--- config.mk ---
export PLATFORM = sky130hd
export DESIGN_NAME = oh_csa_accum
export DESIGN_NICKNAME = d
export VERILOG_FILES = /design/src/rtl/oh_csa_accum.sv
export SDC_FILE = /design/constraint.sdc
export NUM_CORES = 1
export LEC_CHECK = 0
export CORE_ASPECT_RATIO = 0.9
export CORE_MARGIN = 2
export CORE_UTILIZATION = 57
export CTS_CLUSTER_DIAMETER = 80
export DETAILED_ROUTE_END_ITERATION = 12
export PLACE_DENSITY = 0.92
export SLEW_MARGIN = 30
export SYNTH_ARGS = -nofsm -noshare
export SYNTH_HDL_FRONTEND = slang
export SYNTH_SLANG_ARGS = --single-unit
--- constraint.sdc ---
create_clock -name clk -period 3.5 [get_ports clk]
set_clock_uncertainty 0.15 [all_clocks]
set_input_delay 0.35 -clock clk [delete_from_list [all_inputs] [get_ports clk]]
set_output_delay 0.35 -clock clk [all_outputs]
set_load 0.01 [all_outputs]
--- src/rtl/oh_csa_accum.sv ---
// Framed multi-operand accumulator: 3:2 carry-save per beat, chunked carry-propagate resolve.
// Optional CSA_ACCUM_SIGNED_EN: operands are two's complement and sign-extended.
module oh_csa_accum #(
  parameter int DW  = 8,
  parameter int GW  = 4,
  parameter int CPW = 4
) (
  input  logic             clk,
  input  logic             reset,
  input  logic             in_valid,
  input  logic [DW-1:0]    in_data,
  input  logic             in_last,
  output logic             in_ready,
  output logic             out_valid,
  output logic [DW+GW-1:0] out_data,
  output logic             out_ovf,
  input  logic             out_ready
);
  localparam int AW = DW + GW;
  localparam int NR = AW / CPW;
  localparam int KW = (NR > 1) ? $clog2(NR) : 1;
  localparam int CW = GW + 1;
  localparam logic [CW-1:0] CMAX = {1'b1, {GW{1'b0}}};

  typedef enum logic [1:0] {IDLE, ACCUM, RESOLVE, DONE} state_t;

  state_t        state, state_nxt;
  logic [AW-1:0] s, c, r, x, c2;
  logic [CW-1:0] count;
  logic          ovf, cin;
  logic [KW-1:0] k;
  logic          accept, handshake;
  logic [CPW:0]  chunk_sum;
  int            kidx;

  always_comb begin
`ifdef CSA_ACCUM_SIGNED_EN
    x = {{GW{in_data[DW-1]}}, in_data};
`else
    x = {{GW{1'b0}}, in_data};
`endif
    // Carry vector is weighted one bit up; its MSB falls off (mod 2**AW).
    c2        = {c[AW-2:0], 1'b0};
    kidx      = int'(k) * CPW;
    chunk_sum = {1'b0, s[kidx +: CPW]} + {1'b0, c2[kidx +: CPW]} + {{CPW{1'b0}}, cin};
  end

  always_ff @(posedge clk or posedge reset) begin
    if (reset) state <= IDLE;
    else       state <= state_nxt;
  end

  always_comb begin
    state_nxt = state;
    in_ready  = 1'b0;
    out_valid = 1'b0;
    out_data  = '0;
    out_ovf   = 1'b0;
    handshake = 1'b0;
    // IDLE already holds cleared state, so it accepts beats like ACCUM once reset drops.
    if (state == ACCUM || (state == IDLE && !reset)) in_ready = 1'b1;
    accept = in_valid & in_ready;
    case (state)
      IDLE:    state_nxt = (accept && in_last) ? RESOLVE : ACCUM;
      ACCUM:   if (accept && in_last) state_nxt = RESOLVE;
      RESOLVE: if (k == KW'(NR - 1)) state_nxt = DONE;
      DONE: begin
        out_valid = 1'b1;
        out_data  = r;
        out_ovf   = ovf;
        handshake = out_ready;
        if (out_ready) state_nxt = ACCUM;
      end
      default: state_nxt = IDLE;
    endcase
  end

  always_ff @(posedge clk or posedge reset) begin
    if (reset) begin
      s     <= '0;
      c     <= '0;
      r     <= '0;
      count <= '0;
      ovf   <= 1'b0;
      cin   <= 1'b0;
      k     <= '0;
    end else begin
      if (accept) begin
        s <= s ^ c2 ^ x;
        c <= (s & c2) | (s & x) | (c2 & x);
        if (count == CMAX) ovf   <= 1'b1;
        else               count <= count + 1'b1;
        if (in_last) begin
          cin <= 1'b0;
          k   <= '0;
        end
      end
      if (state == RESOLVE) begin
        r[kidx +: CPW] <= chunk_sum[CPW-1:0];
        cin            <= chunk_sum[CPW];
        k              <= k + 1'b1;
      end
      if (handshake) begin
        s     <= '0;
        c     <= '0;
        count <= '0;
        ovf   <= 1'b0;
      end
    end
  end
endmodule

; ---- Word-level counts from Yosys, hierarchy flattened
; Index checks and enable logic that the tools add are counted.
; W data, S select, Z words.
[totals]
elab_cells = 74
reg_bits = 46
[op_classes]
n_bitwise = 8
n_addsub = 5
shift = 4
reduce_logical = 13
eq_ne = 9
n_mux = 27
[ops]
columns = op, count
row1 = $mux W12, 3
row2 = $neg A4 Y33, 1
row3 = $shift A4 B33 Y12 const A, 1
row4 = $shiftx A4 B33 Y12, 1
row5 = $shiftx A12 B5 Y4, 2
row6 = $and A11 B8 Y11, 2
row7 = $mux W11, 2
row8 = $or A11 B11 Y11, 2
row9 = $mux W5, 3
row10 = $mux W2, 7
row11 = $bwmux W12, 1
row12 = $xor A12 B12 Y12, 1
row13 = $xor A12 B8 Y12, 1
row14 = $and A11 B11 Y11, 1
row15 = $mux W1, 10
row16 = $pmux W2 S4, 1
row17 = $reduce_bool A2 Y1, 4
row18 = $eq A2 B2 Y1 const B, 3
row19 = $ne A2 B2 Y1 const B, 3
row20 = $reduce_and A2 Y1, 3
row21 = $add A4 B4 Y5, 1
row22 = $add A5 B1 Y5, 1
row23 = $add A5 B1 Y5 const B, 1
row24 = $eq A5 B5 Y1 const B, 1
row25 = other kinds (9), 10

; ---- Depth between registers and ports, before layout
; Gate-level depths: netlist (run 1).
[logic_depth]
word_depth = 8
ltp_mapped = 10
depth_no_buf = 9

; ---- Worst setup path before layout (run 1)
; OpenSTA, ideal clock, no wires.
[synth_timing]
kind = reg2reg
start = register k[1]
end = register r[1]
arrival_time_ps = 2239
path_buffers = 1
stages_incl_launch_ff = 9
path_slack_ps = 990
period_less_slack_ps = 2510
setup_ps = 121
required_ps = 3229
path_cell_list = dfrtp_1 clkbuf_1 inv_1 nor2_1 a21oi_1 fa_1 inv_1 fa_1 a22o_1
[synth_between]
elab_chain_cells = 5
elab_cells_between_ends = 8
cone_classes = add/sub (3) / shift (4) / mux (1)
[synth_rtl]
columns = element, line
row1 = from (decl), 31  ; logic [KW-1:0] k;
row2 = from (signal assigned), 101  ; k <= k + 1'b1;
row3 = $shiftx A12 B5 Y4, 45  ; chunk_sum = {1'b0, s[kidx +: CPW]} + {1'b0, c2[kidx +: CPW]} + {{CPW{1'b0}}, cin};
row4 = $add A4 B4 Y5, 45
row5 = $add A5 B1 Y5, 45
row6 = $shiftx A4 B33 Y12, 99  ; r[kidx +: CPW] <= chunk_sum[CPW-1:0];
row7 = $bwmux W12 (*), 99
row8 = "to (signal, indexed assignment)", 99
row9 = to (decl), 28  ; logic [AW-1:0] s, c, r, x, c2;
; Every way passes the cells marked *; elsewhere a longest branch is shown, timed or not.
; A chain may end at the register's enable or synchronous reset.

; ---- Worst setup path in the final report (run 1)
[layout_timing]
start = register k[0]
end = register r[1]
; The elaborated chain is that of the path after synthesis.

==> flow_summary_export.csv, run 1 <==
group,metric,value,unit
sta,holdWs,0.343,ns
route,dr.first_iter.drc_count,198,
synth,netlist_area,0.00268,mm²
critical_path,worstPathArrival,2.75,ns
critical_path,critPathMaxFanout,13,
route,wl_met3,212,µm
route,avgRoutedWirePerCell,14.3,µm
critical_path,required,3.54,ns
sta,worst_pin_slew,0.741,ns
sta,setup_viol_count_final,0,
pwr,power_density,759,mW/mm²
place,dp_hpwl,3.80,mm
sta,fin_crit,2.70,ns
synth,ys_warn_count,0,
critical_path,crit_path_end_kind,"flop",
sta,fin_setup_tns,0,ns
global_route,grt_pass1_vias,1935,
floorplanning,fp.dieH,69.1,µm
floorplanning,io_pins,28,
route,met1_length,2.32,mm
run_status,status,"complete, no violations",
sta,rsz0062_at_grt,"false",
route,ant_nets,0,
final_layout,finalNetCount,329,
critical_path,startpoint_type,"flop",
final_layout,mostFrequentLayoutCells,"dfrtp_1, inv_1, nand2_1",
clocking,numCtsBuffers,5,
clocking,cts_buffer_depth,2,
critical_path,ff2ff_path_depth,6,
pwr,vdd_drop_max,341,µV
route,via_per_inst,5.55,
final_layout,fin_util,69.0,%
sta,relSlewSlack,49.9,%
final_layout,final_common_cell,"dfrtp_1",
synth,yosys_register_bits,46,
place,place_congestion,0.837,
clocking,cts_tree,"done",
route,via_count,1958,
sta,fmax,370,MHz
synth,synth_nets,302,
route,drc,0,
final_layout,antennaDiodeCount,0,
job,cap_violations,0,
place,numPortBuffers,27,
floorplanning,die_area,0.00527,mm²
global_route,grt_max_degree,47,
worst_hold_path,hp-start,"ovf$_DFFE_PP0P_",
critical_path,r2r_start,"k[0]$_DFFE_PP0P_",
final_layout,layout-area-overhead-vs-synth,15.5,%
sta,finalCritPeriodShare,77.2,%
critical_path,timing.critical_path.to,"r[1]$_DFFE_PP0P_",
synth,ys_seq_area_share,42.9,%
route,dr.pass1.iters,6,
global_route,grtUsageTotal,21.0,%
clocking,htreeDepth,2,
global_route,grt_pass1_wl,8.96,mm
critical_path,timing.rr.end,"r[1]$_DFFE_PP0P_",
clocking,cts_resized,0,
global_route,grt_antenna_before_repair,0,
sta,finalHoldViolations,0,
worst_hold_path,hold_path.class,"reg -> reg",
critical_path,critPathKind,"reg -> reg",
sta,slew_viol_final,0,
route,met2_length,2.41,mm
synth,synthFlopType,"dfrtp_1",
critical_path,crit_path_start,"k[0]$_DFFE_PP0P_",
clocking,cts.clk_slew.worst_paths,0.09,ns
route,finalWirelength,5.04,mm
clocking,ctsHoldBuffers,0,
synth,synth_edf_count,0,
floorplanning,rows,23,
critical_path,rrSetupSlack,0.80,ns
final_layout,drive_gt1_share,9.28,%
synth,synthCells,263,
clocking,cts_setup_buffers,0,
synth,yosysTopAreaCell,"dfrtp_1",
synth,yosys.area.top_type_share,42.9,%
floorplanning,core,0.00449,mm²
global_route,grt-ovfl-total,0,
synth,avgSynthCellArea,10.2,µm²
floorplanning,die_w,76.3,µm
synth,synth_cell_type_count,43,
clocking,insertion_delay,0.30,ns
pwr,p_leak,1.46,nW
route,top_layer,"met4",
floorplanning,initial_utilization,59.8,%
clocking,clock-sinks,46,
synth,ys_top_cells_by_area,"dfrtp_1, ha_1, fa_1",
clocking,cts_root_buf,"clkbuf_8",
synth,synthArstFlopShare,100,%
## cells by family after synthesis
| kind of cell | Yosys count | share of synthesized area, % |
|---|---|---|
| compound gates | 67 | 18.7 |
| xor+xnor | 5 | 1.63 |
| fa+ha+maj | 26 | 14.6 |
| buf+inv | 45 | 7.14 |
| flops | 46 | 42.9 |
| mux | 8 | 3.03 |
| simple gates | 66 | 11.9 |
## critical path, stage by stage, from the launching register on
cell     delay (ns)
dfrtp_1        0.59
nor2_1         0.50
a21oi_1        0.17
fa_1           0.43
inv_1          0.08
fa_1           0.44
a22o_1         0.22
## power by group
group,internal (W),total [W],switching [W]
registers,0.000725,0.000903,0.000178
logic,0.000468,0.00107,0.000604
clock network,0.000200,0.000378,0.000178
## registers in the layout, summed over array words and instances (netlist names)
register and cells:
c 11, cin 1, count 5, k 2, ovf 1, r 12, s 12, state 2
## routing by layer
metal / global-route usage [%] / up-vias
met2: 34.8 / 47
met3: 4.32 / 8
met5: 0 / -
met4: 6.26 / 0
li1: - / 943
met1: 28.2 / 960
## area by class of cell
cell class | instances | area (µm²)
fill | 340 | 1390
multi-input combinational | 172 | 1340
sequential | 46 | 1150
timing repair buffer | 29 | 285
inverter | 36 | 135
clock buffer | 8 | 110
tap | 62 | 77.6
## how the worst min path moves through the flow
stage / to / slack, ns / cells past startpoint
2_1_floorplan: ovf$_DFFE_PP0P_ / 0.29 / 2
3_3_place_gp: ovf$_DFFE_PP0P_ / 0.31 / 2
3_5_place_dp: ovf$_DFFE_PP0P_ / 0.32 / 2
4_1_cts: ovf$_DFFE_PP0P_ / 0.34 / 2
5_1_grt: r[6]$_DFFE_PP0P_ / 0.36 / 1
6_report: ovf$_DFFE_PP0P_ / 0.34 / 2
## cells in the mapped netlist (2+ instances only)
cell type  instances
clkbuf_1           3
o211ai_1           2
and3_1             2
nand4_1            3
dfrtp_1           46
buf_2              4
xnor2_1            2
and2_2             3
a22o_1            13
nand2b_1           2
xor2_1             3
inv_1             36
mux2i_1            7
fa_1               9
o21ai_0           22
ha_1              17
a22o_2             9
a21oi_2            2
nor2b_1            2
and2_1            11
nand2_1           30
nor2_1             9
a21oi_1            6
## through the flow
stage | cells | instance area, µm² | power, W | worst slack (ns)
final | 353 | 3100 | 0.00235 | 0.797
after floorplan | 263 | 2680 | 0.00168 | 0.990
after detailed placement | 345 | 2990 | 0.00199 | 0.846
after global routing | 353 | 3100 | 0.00256 | 0.664
after global placement | 345 | 2990 | 0.00193 | 0.974
after CTS | 353 | 3100 | 0.00237 | 0.813
Note: power is estimated with default switching activity, not from simulation.
==> run 2: changes to the inputs <==
clock period = 2.68 ns   (was 3.5 ns; I/O delays follow)
==> run 2 against run 1 <==
Count of clock-buffer cells in the layout shrank 3. Non-clock buffer count grew 5. Register-to-register slack worse by 0.57 ns. Via count grew 3.6%. Highest routed layer unchanged.
==> flow_summary_export.csv, run 2 (synthesis results as in run 1) <==
group,metric,value,unit
final_layout,final_common_cell,"dfrtp_1",
job,cap_violations,0,
sta,finalHoldViolations,0,
clocking,htreeDepth,2,
worst_hold_path,hold_path.class,"in -> async",
place,dp_cells,350,
critical_path,ff2ff_path_depth,7,
final_layout,antennaDiodeCount,0,
sta,fmax,408,MHz
global_route,grt_antenna_before_repair,0,
sta,slew_viol_final,0,
clocking,numCtsBuffers,5,
pwr,p_comb_share,47.0,%
global_route,grt-ovfl-total,0,
floorplanning,die_w,76.3,µm
clocking,cts.clk_slew.worst_paths,0.09,ns
sta,fin_crit,2.45,ns
pwr,finalPower,0.00316,W
critical_path,r2r_start,"k[0]$_DFFE_PP0P_",
pwr,p_seq_share,36.7,%
place,numPortBuffers,27,
route,via_per_inst,5.67,
sta,rsz0062_at_grt,"false",
pwr,power_density,1010,mW/mm²
pwr,power_frac_clock,16.3,%
route,avgRoutedWirePerCell,14.9,µm
final_layout,fin_cells,358,
route,drc,0,
clocking,cts_tree,"done",
sta,setup_viol_count_final,0,
route,via_count,2029,
place,place_congestion,0.847,
global_route,grt_pass1_vias,1945,
global_route,grtUsageTotal,21.9,%
critical_path,crit_path_start,"k[0]$_DFFE_PP0P_",
pwr,intPower,0.00187,W
floorplanning,initial_utilization,59.8,%
clocking,cts_resized,0,
critical_path,worstPathArrival,2.50,ns
floorplanning,io_pins,28,
sta,relSlewSlack,62.5,%
route,finalWirelength,5.35,mm
route,ant_nets,0,
sta,worst_slack,0.230,ns
final_layout,layout-area-overhead-vs-synth,16.9,%
critical_path,critPathKind,"reg -> reg",
global_route,grt_pass1_wl,9.33,mm
floorplanning,core,0.00449,mm²
route,dr.pass1.iters,4,
floorplanning,die_area,0.00527,mm²
clocking,ctsHoldBuffers,0,
floorplanning,fp.dieH,69.1,µm
pwr,p_leak,1.49,nW
critical_path,rrSetupSlack,0.23,ns
critical_path,critPathMaxFanout,10,
final_layout,finalNetCount,334,
clocking,clock-sinks,46,
pwr,vdd_drop_max,467,µV
place,dp_hpwl,3.87,mm
final_layout,reg_top3,"r: 12 flops, s: 12 flops, c: 11 flops",
run_status,status,"complete, no violations",
floorplanning,rows,23,
pwr,p_sw_share,40.9,%
final_layout,mostFrequentLayoutCells,"dfrtp_1, inv_1, nand2_1",
pwr,power.net_switching,0.00129,W
clocking,insertion_delay,0.30,ns
route,dr.first_iter.drc_count,141,
critical_path,crit_path_end_kind,"flop",
critical_path,required,2.73,ns
sta,finalCritPeriodShare,91.4,%
critical_path,startpoint_type,"flop",
global_route,grt_max_degree,47,
sta,fin_setup_tns,0,ns
place,dp_slack,0.295,ns
clocking,cts_buffer_depth,2,
critical_path,timing.rr.end,"r[9]$_DFFE_PP0P_",
clocking,cts_setup_buffers,0,
clocking,cts_root_buf,"clkbuf_8",
final_layout,drive_gt1_share,10.8,%
sta,worst_pin_slew,0.563,ns
==> run 2: metal layers <==
layer | part of all wire (%) | track usage (%) | wire length [µm]
met1 | 44 | 31.1 | 2380
met2 | 50 | 34.0 | 2670
met3 | 4.8 | 3.53 | 257
met4 | 0.67 | 8.69 | 36
met5 | 0 | 0 | 0
==> run 2: layout make-up <==
class                      instances  area [µm²]
tap                               62        77.6
sequential                        46        1150
multi-input combinational        172        1340
fill                             359        1350
clock inverter                     3        40.0
inverter                          36         135
timing repair buffer              34         323
clock buffer                       5        68.8
==> run 2: how the worst max path moves through the flow <==
stage	to	slack, ns
after floorplan	r[1]$_DFFE_PP0P_	0.17
after global placement	r[2]$_DFFE_PP0P_	0.36
after detailed placement	r[9]$_DFFE_PP0P_	0.30
after CTS	in_ready	0.26
after global routing	in_ready	0.09
final	r[9]$_DFFE_PP0P_	0.23
==> run 2: stage by stage <==
stage          util (%)  cell area [µm²]  hold WS, ns
4_1_cts            69.8             3140        0.349
6_report           69.8             3140        0.334
5_1_grt            69.8             3140        0.374
3_3_place_gp       67.4             3030        0.314
2_1_floorplan         -             2680        0.292
3_5_place_dp       67.4             3030        0.329
==> run 2: critical path: stages, from the launching register on <==
cell     delay, ns
dfrtp_1       0.60
inv_1         0.19
nor3_1        0.19
a21oi_1       0.08
fa_1          0.38
inv_1         0.08
fa_1          0.45
a22o_1        0.22
==> run 2: power groups by stage <==
stage	combinational [W]	clock [W]	sequential, W
4_1_cts	0.00149	0.000523	0.00116
6_report	0.00149	0.000514	0.00116
3_3_place_gp	0.00139	0	0.00116
5_1_grt	0.00169	0.000556	0.00119
2_1_floorplan	0.00111	0	0.00109
3_5_place_dp	0.00147	0	0.00117
